--- src/rtl/twiddle_addr_mult_if.sv ---
// Sample / twiddle-table / product bus of the twiddle address generator and
// complex multiplier. The master drives samples and answers table lookups; the
// slave (the multiplier) drives the table address and the products.
interface twiddle_addr_mult_if;
    logic               di_en;
    logic               di_sof;
    logic signed [17:0] di_re;
    logic signed [17:0] di_im;
    logic               inv;
    logic        [10:0] addr;
    logic signed [17:0] tw_re;
    logic signed [17:0] tw_im;
    logic               do_en;
    logic               do_last;
    logic signed [17:0] do_re;
    logic signed [17:0] do_im;

    modport master (
        output di_en, di_sof, di_re, di_im, inv, tw_re, tw_im,
        input  addr, do_en, do_last, do_re, do_im
    );

    modport slave (
        input  di_en, di_sof, di_re, di_im, inv, tw_re, tw_im,
        output addr, do_en, do_last, do_re, do_im
    );
endinterface

--- src/rtl/twiddle_addr_mult.sv ---
// Twiddle index generator and complex multiplier for a 144-point frame laid out
// as N1 rows by N2 columns. Sample (r,c) is multiplied by twiddle index r*c mod
// 144, which is built incrementally (acc += r per column) so no multiplier is
// needed on the address path. The data path is input register -> partial
// products -> sum/round/saturate, plus TW_FF cycles of alignment in front.
module twiddle_addr_mult #(
    parameter int N1    = 12,
    parameter int N2    = 12,
    parameter int TW_FF = 0
) (
    input  logic               clk,
    input  logic               rst,
    twiddle_addr_mult_if.slave bus
);

    localparam logic [7:0]  C_LAST      = 8'(N2 - 1);
    localparam logic [7:0]  R_LAST      = 8'(N1 - 1);
    localparam logic [7:0]  C_AFTER_SOF = (N2 == 1) ? 8'd0 : 8'd1;
    localparam logic [11:0] FRAME       = 12'd144;

    // Negate with -full-scale clamped to +full-scale (conjugated twiddle).
    function automatic logic signed [17:0] neg_sat(input logic signed [17:0] x);
        if (x == 18'sh20000) return 18'sh1FFFF;
        else                 return -x;
    endfunction

    // Full-precision 18x18 signed product.
    function automatic logic signed [35:0] mul18(input logic signed [17:0] a,
                                                 input logic signed [17:0] b);
        return 36'(a) * 36'(b);
    endfunction

    // Sign-extend a product to the sum width.
    function automatic logic signed [36:0] sext36(input logic signed [35:0] x);
        return $signed({x[35], x});
    endfunction

    // Round half up at bit 10 (1.0 = 1024), then clamp to 18-bit signed range.
    function automatic logic signed [17:0] round_sat(input logic signed [36:0] s);
        logic signed [36:0] t;
        t = (s + 37'sd512) >>> 10;
        if (t > 37'sd131071)       return 18'sh1FFFF;
        else if (t < -37'sd131072) return 18'sh20000;
        else                       return t[17:0];
    endfunction

    logic        [7:0]  c_q, c_d, r_q, r_d;
    logic        [10:0] acc_q, acc_d, addr_s;
    logic        [11:0] acc_sum_s;
    logic               last_s;

    // Twiddle address: a start-of-frame sample always uses index 0.
    always_comb begin
        if (bus.di_en && bus.di_sof) addr_s = 11'd0;
        else                         addr_s = acc_q;
    end

    assign bus.addr = addr_s;

    // Frame position update and last-of-frame flag for the current sample.
    always_comb begin
        c_d       = c_q;
        r_d       = r_q;
        acc_d     = acc_q;
        last_s    = 1'b0;
        acc_sum_s = {1'b0, addr_s} + {4'd0, r_q};
        if (bus.di_en) begin
            if (bus.di_sof) begin
                c_d    = C_AFTER_SOF;
                r_d    = 8'd0;
                acc_d  = 11'd0;
                last_s = (R_LAST == 8'd0) && (C_LAST == 8'd0);
            end else if (c_q == C_LAST) begin
                c_d   = 8'd0;
                acc_d = 11'd0;
                if (r_q == R_LAST) r_d = 8'd0;
                else               r_d = r_q + 8'd1;
                last_s = (r_q == R_LAST);
            end else begin
                c_d = c_q + 8'd1;
                if (acc_sum_s >= FRAME) acc_d = 11'(acc_sum_s - FRAME);
                else                    acc_d = acc_sum_s[10:0];
            end
        end else begin
            c_d   = c_q;
            r_d   = r_q;
            acc_d = acc_q;
        end
    end

    // Frame position registers.
    always_ff @(posedge clk or posedge rst) begin
        if (rst) begin
            c_q   <= 8'd0;
            r_q   <= 8'd0;
            acc_q <= 11'd0;
        end else begin
            c_q   <= c_d;
            r_q   <= r_d;
            acc_q <= acc_d;
        end
    end

    // Sample attributes as seen in the cycle the twiddle arrives.
    logic               al_en_s, al_inv_s, al_last_s;
    logic signed [17:0] al_re_s, al_im_s;

    generate
        if (TW_FF != 0) begin : g_tw_ff
            logic               dl_en_q, dl_inv_q, dl_last_q;
            logic signed [17:0] dl_re_q, dl_im_q;

            // Hold the sample one cycle while the registered table responds.
            always_ff @(posedge clk or posedge rst) begin
                if (rst) begin
                    dl_en_q   <= 1'b0;
                    dl_inv_q  <= 1'b0;
                    dl_last_q <= 1'b0;
                    dl_re_q   <= 18'sd0;
                    dl_im_q   <= 18'sd0;
                end else begin
                    dl_en_q   <= bus.di_en;
                    dl_inv_q  <= bus.inv;
                    dl_last_q <= bus.di_en & last_s;
                    dl_re_q   <= bus.di_re;
                    dl_im_q   <= bus.di_im;
                end
            end

            assign al_en_s   = dl_en_q;
            assign al_inv_s  = dl_inv_q;
            assign al_last_s = dl_last_q;
            assign al_re_s   = dl_re_q;
            assign al_im_s   = dl_im_q;
        end else begin : g_tw_comb
            assign al_en_s   = bus.di_en;
            assign al_inv_s  = bus.inv;
            assign al_last_s = last_s;
            assign al_re_s   = bus.di_re;
            assign al_im_s   = bus.di_im;
        end
    endgenerate

    logic               v1_q, last1_q;
    logic signed [17:0] a1_q, b1_q, c1_q, d1_q;

    // Input register: data plus the twiddle, conjugated here for inverse.
    always_ff @(posedge clk or posedge rst) begin
        if (rst) begin
            v1_q    <= 1'b0;
            last1_q <= 1'b0;
            a1_q    <= 18'sd0;
            b1_q    <= 18'sd0;
            c1_q    <= 18'sd0;
            d1_q    <= 18'sd0;
        end else begin
            v1_q    <= al_en_s;
            last1_q <= al_en_s & al_last_s;
            if (al_en_s) begin
                a1_q <= al_re_s;
                b1_q <= al_im_s;
                c1_q <= bus.tw_re;
                d1_q <= al_inv_s ? neg_sat(bus.tw_im) : bus.tw_im;
            end
        end
    end

    logic               v2_q, last2_q;
    logic signed [35:0] pp_ac_q, pp_bd_q, pp_ad_q, pp_bc_q;

    // Partial-product register.
    always_ff @(posedge clk or posedge rst) begin
        if (rst) begin
            v2_q    <= 1'b0;
            last2_q <= 1'b0;
            pp_ac_q <= 36'sd0;
            pp_bd_q <= 36'sd0;
            pp_ad_q <= 36'sd0;
            pp_bc_q <= 36'sd0;
        end else begin
            v2_q    <= v1_q;
            last2_q <= last1_q;
            if (v1_q) begin
                pp_ac_q <= mul18(a1_q, c1_q);
                pp_bd_q <= mul18(b1_q, d1_q);
                pp_ad_q <= mul18(a1_q, d1_q);
                pp_bc_q <= mul18(b1_q, c1_q);
            end
        end
    end

    logic signed [36:0] sum_re_s, sum_im_s;

    // Complex sums at full precision.
    always_comb begin
        sum_re_s = sext36(pp_ac_q) - sext36(pp_bd_q);
        sum_im_s = sext36(pp_ad_q) + sext36(pp_bc_q);
    end

    logic               do_en_q, do_last_q;
    logic signed [17:0] do_re_q, do_im_q;

    // Output register: round/saturate; data holds between valid samples.
    always_ff @(posedge clk or posedge rst) begin
        if (rst) begin
            do_en_q   <= 1'b0;
            do_last_q <= 1'b0;
            do_re_q   <= 18'sd0;
            do_im_q   <= 18'sd0;
        end else begin
            do_en_q   <= v2_q;
            do_last_q <= v2_q & last2_q;
            if (v2_q) begin
                do_re_q <= round_sat(sum_re_s);
                do_im_q <= round_sat(sum_im_s);
            end
        end
    end

    assign bus.do_en   = do_en_q;
    assign bus.do_last = do_last_q;
    assign bus.do_re   = do_re_q;
    assign bus.do_im   = do_im_q;

endmodule
--- src/flat_wrapper.sv ---
// flat-port wrapper written by rule: the top's interface ports become plain ports
module twiddle_addr_mult_flat 
#(
    parameter int N1    = 12,
    parameter int N2    = 12,
    parameter int TW_FF = 0
)
  (clk, rst, bus_di_en, bus_di_sof, bus_di_re, bus_di_im, bus_inv, bus_tw_re, bus_tw_im, bus_addr, bus_do_en, bus_do_last, bus_do_re, bus_do_im);
  twiddle_addr_mult_if bus_i ();
  input  logic clk;
  input  logic rst;
  input wire logic [$bits(bus_i.di_en)-1:0] bus_di_en;
  input wire logic [$bits(bus_i.di_sof)-1:0] bus_di_sof;
  input wire logic [$bits(bus_i.di_re)-1:0] bus_di_re;
  input wire logic [$bits(bus_i.di_im)-1:0] bus_di_im;
  input wire logic [$bits(bus_i.inv)-1:0] bus_inv;
  input wire logic [$bits(bus_i.tw_re)-1:0] bus_tw_re;
  input wire logic [$bits(bus_i.tw_im)-1:0] bus_tw_im;
  output wire logic [$bits(bus_i.addr)-1:0] bus_addr;
  output wire logic [$bits(bus_i.do_en)-1:0] bus_do_en;
  output wire logic [$bits(bus_i.do_last)-1:0] bus_do_last;
  output wire logic [$bits(bus_i.do_re)-1:0] bus_do_re;
  output wire logic [$bits(bus_i.do_im)-1:0] bus_do_im;
  assign bus_i.di_en = bus_di_en;
  assign bus_i.di_sof = bus_di_sof;
  assign bus_i.di_re = bus_di_re;
  assign bus_i.di_im = bus_di_im;
  assign bus_i.inv = bus_inv;
  assign bus_i.tw_re = bus_tw_re;
  assign bus_i.tw_im = bus_tw_im;
  assign bus_addr = bus_i.addr;
  assign bus_do_en = bus_i.do_en;
  assign bus_do_last = bus_i.do_last;
  assign bus_do_re = bus_i.do_re;
  assign bus_do_im = bus_i.do_im;
  twiddle_addr_mult #(.N1(N1), .N2(N2), .TW_FF(TW_FF)) u_core (.clk(clk), .rst(rst), .bus(bus_i));
endmodule
--- config.mk ---
export PLATFORM = sky130hd
export DESIGN_NAME = twiddle_addr_mult_flat
export DESIGN_NICKNAME = d
export VERILOG_FILES = /design/src/rtl/twiddle_addr_mult_if.sv /design/src/rtl/twiddle_addr_mult.sv /design/src/flat_wrapper.sv
export SDC_FILE = /design/constraint.sdc
export NUM_CORES = 2
export LEC_CHECK = 0
export BUFFER_PORTS_ARGS = -buffer_cell sky130_fd_sc_hd__buf_2
export CORE_UTILIZATION = 50
export CTS_BUF_LIST = sky130_fd_sc_hd__clkbuf_2
export DETAILED_ROUTE_END_ITERATION = 10
export MAX_ROUTING_LAYER = met4
export PLACE_DENSITY = 0.71
export SYNTH_ARGS = -nofsm -noshare
export SYNTH_HDL_FRONTEND = slang
export SYNTH_SLANG_ARGS = --single-unit
--- constraint.sdc ---
create_clock -name clk -period 11.1 [get_ports clk]
set_input_delay 2.22 -clock clk [delete_from_list [all_inputs] [get_ports clk]]
set_output_delay 2.22 -clock clk [all_outputs]
set_load 0.02 [all_outputs]
==> insert_results.sql <==
INSERT INTO impl_metrics (metric_group, metric, value, unit) VALUES
('detailed_routing', 'drt-pass1-iter-count', '6', ''),
('final_layout', 'drive_above_1_share', '0.07503', ''),
('detailed_routing', 'dr_total_vias', '45652', ''),
('clock_tree', 'cts_max_level', '3', ''),
('floorplan', 'number_of_top_level_pins', '126', ''),
('place', 'placedInstanceArea', '65910', 'um^2'),
('place', 'dp_hpwl', '125900', 'um'),
('yosys', 'synth.yosys.seq_area_share', '0.1117', ''),
('detailed_routing', 'route.final.wire_length', '160000', 'um'),
('final_layout', 'area_growth_syn_to_layout', '4.821', '%'),
('setup_path', 'critPathCaptureType', 'flop', ''),
('setup_path', 'r2r_slack', '3.00', 'ns'),
('detailed_routing', 'wl_per_cell', '18.79', 'um'),
('setup_path', 'required', '12.29', 'ns'),
('yosys', 'yosys_most_used_dff', 'dfrtp_1', ''),
('yosys', 'post_synth_edffs', '0', ''),
('setup_path', 'cp_class', 'reg -> reg', ''),
('yosys', 'synthesis.area', '63870', 'um^2'),
('setup_path', 'timing.critical_path.slowest_stage_cell', 'dfrtp_1', ''),
('clock_tree', 'cts_made_buffers', '93', ''),
('place', 'gp_routability_congestion', '0.8965', ''),
('setup_path', 'regToRegEndpoint', 'u_core.pp_ad_q[34]', ''),
('clock_tree', 'worst_skew_pair.late_latency', '1.55', 'ns'),
('clock_tree', 'clk_path_buf_depth', '3', ''),
('yosys', 'portion_of_synthesized_cell_area_occupied_by_the_leading_cell_type', '0.4128', ''),
('setup_path', 'setup.worst_path.start', 'u_core.d1_q[7]', ''),
('clock_tree', 'cts_hold_buffers', '0', ''),
('floorplan', 'die_y', '359.4', 'um'),
('status', 'outcome', 'finished, final reports clean', ''),
('setup_path', 'reg2regPathDepth', '24', ''),
('yosys', 'synth_largest_area_cell', 'fa_1', ''),
('setup_path', 'critical_path_destination', 'u_core.pp_ad_q[34]', ''),
('floorplan', 'fp-row-count', '130', ''),
('worst_hold_path', 'holdCritPathClass', 'reg -> reg', ''),
('timing', 'timing.max_slew.rel_slack', '0.07258', ''),
('clock_tree', 'total_number_of_clock_tree_sinks', '285', ''),
('flow_run', 'drv_cap', '0', ''),
('final_layout', 'final_cell_area', '66950', 'um^2'),
('detailed_routing', 'ant_nets', '0', ''),
('detailed_routing', 'drcViolationCount', '0', ''),
('setup_path', 'timing.critical_path.arrival', '9.29', 'ns'),
('yosys', 'syn_inst', '6810', ''),
('yosys', 'synth-async-reset-ratio', '1.000', ''),
('timing', 'period_needed', '8.102', 'ns'),
('timing', 'timing_hold_violations_final', '0', ''),
('yosys', 'yosys_warnings', '0', ''),
('clock_tree', 'clock_tree_from_tritoncts', 'built', ''),
('final_layout', 'post-route-util', '0.5304', ''),
('floorplan', 'die_area', '129200', 'um^2'),
('floorplan', 'core_region_area', '126200', 'um^2'),
('timing', 'worst_pin_slew', '1.391', 'ns'),
('global_route', 'grt_pass1_wl', '264000', 'um'),
('setup_path', 'timing.rr.start', 'u_core.d1_q[7]', ''),
('clock_tree', 'cts.repair.resized', '0', ''),
('final_layout', 'finalNetCount', '8692', ''),
('clock_tree', 'cts_setup_buffers', '0', ''),
('yosys', 'postSynthRegisterBits', '285', ''),
('final_layout', 'mostFrequentLayoutCell', 'inv_1', ''),
('floorplan', 'initial_core_util', '0.5060', ''),
('setup_path', 'crit_path_cell_trace', 'and2_1, fa_1, inv_1, fa_1, fa_1, inv_1, fa_1, fa_1, inv_1, fa_1, inv_1, ha_1, a21o_1, a21o_1, a21oi_1, o21ai_1, a2111oi_0, a21oi_1, a221oi_1, nor4_1, a2111oi_0, o21bai_1, xor2_1, mux2_2', ''),
('global_route', 'overall_track_demand_over_capacity_in_global_routing', '0.2680', ''),
('timing', 'timing.fmax', '0.1234', 'GHz'),
('timing', 'fin_setup_tns', '0', 'ns'),
('setup_path', 'cp_common_cell', 'fa_1', ''),
('global_route', 'global_route.overflow_total', '0', ''),
('setup_path', 'critPathMaxFanout', '37', ''),
('global_route', 'grt_pass1_vias', '49117', ''),
('yosys', 'synth_fp_nets', '8727', ''),
('setup_path', 'crit_path_start_kind', 'flop', ''),
('timing', 'grt_setup_unrepaired', 'false', ''),
('clock_tree', 'clockRootBuffer', 'clkbuf_2', '');
-- kinds of logic (layout without fill, tap and decap cells) --
family	Yosys count	after routing	share of synthesized area
multiplexers	162	162	0.02813
AND/OR/NAND/NOR	1781	1781	0.1393
adder cells (fa/ha/maj)	1840	1840	0.5152
other	0	11	0
flip-flops	285	285	0.1117
XOR/XNOR	232	232	0.03181
AO/OA/AOI/OAI	615	615	0.06233
buffers and inverters	1895	1936	0.1115
-- per-stage QoR --
step	setup WS (ns)	hold WS, ns	instances
detailed placement	3.271	0.3409	8330
CTS	3.102	0.3586	8501
finish	2.998	0.3638	8512
floorplan	1.016	0.3312	6810
global placement	3.353	0.3375	8330
global route	2.505	0.3601	8510
-- layout make-up --
type                            instances  area, um^2
Multi-Input combinational cell       4630       49620
Clock buffer                          118       590.6
Antenna cell                           11       27.53
Tap cell                             1650        2064
Timing Repair Buffer                  204        1221
Inverter                             1561        5867
Sequential cell                       285        7138
Clock inverter                         53       421.7
Fill cell                           11435       59270
-- worst max-delay path, delay by kind of cell (launching register included) --
family,cells,cell delay [ns]
multiplexers,1,0.26
AND/OR/NAND/NOR,2,0.41
AO/OA/AOI/OAI,9,2.37
flip-flops,1,1.28
buffers and inverters,4,0.23
adder cells (fa/ha/maj),7,3.16
XOR/XNOR,1,0.15
-- synthesized netlist by cell type, drive strengths merged, types with 19 or more instances --
| master | n |
|---|---|
| clkbuf | 320 |
| o21ai | 117 |
| and3 | 19 |
| o21bai | 24 |
| mux2i | 22 |
| and2 | 664 |
| nand2b | 46 |
| xor2 | 69 |
| a21o | 88 |
| fa | 1317 |
| ha | 523 |
| nor2 | 227 |
| xnor2 | 163 |
| nor3 | 27 |
| o21a | 25 |
| nand4 | 24 |
| nor2b | 21 |
| inv | 1561 |
| nand3 | 38 |
| nand2 | 661 |
| a21oi | 213 |
| mux2 | 140 |
| dfrtp | 285 |
-- worst min path at each step --
stage,cells after the start,to,slack (ns),start
after global routing,0,u_core.last2_q,0.36,u_core.last1_q
final,0,u_core.last2_q,0.36,u_core.last1_q
after detailed placement,0,u_core.last2_q,0.34,u_core.last1_q
after global placement,0,u_core.last2_q,0.34,u_core.last1_q
after CTS,0,u_core.last2_q,0.36,u_core.last1_q
after floorplan,0,u_core.last2_q,0.33,u_core.last1_q
-- sequential cells by signal (all words and copies together) (netlist names) --
name	cells
u_core.pp_ac_q	36
u_core.pp_ad_q	36
u_core.pp_bc_q	36
u_core.pp_bd_q	36
u_core.a1_q	18
u_core.b1_q	18
u_core.bus.do_im	18
u_core.bus.do_re	18
u_core.c1_q	18
u_core.d1_q	18
u_core.acc_q	11
u_core.c_q	8
u_core.r_q	8
u_core.bus.do_en	1
u_core.bus.do_last	1
u_core.last1_q	1
u_core.last2_q	1
u_core.v1_q	1
u_core.v2_q	1
-- metal layers --
| layer | vias up | global-route usage | wire (um) | part of all wire |
|---|---|---|---|---|
| met5 | - | - | 0 | 0 |
| met2 | 1471 | 0.4234 | 75390 | 0.47 |
| met4 | 0 | 0.09134 | 5605 | 0.035 |
| met1 | 23510 | 0.3518 | 68090 | 0.43 |
| li1 | 20411 | - | - | - |
| met3 | 260 | 0.04285 | 10860 | 0.068 |
Power is left out: the tool's default activity adds up to more than one toggle a clock period on the data nets, which glitch-free logic cannot reach.
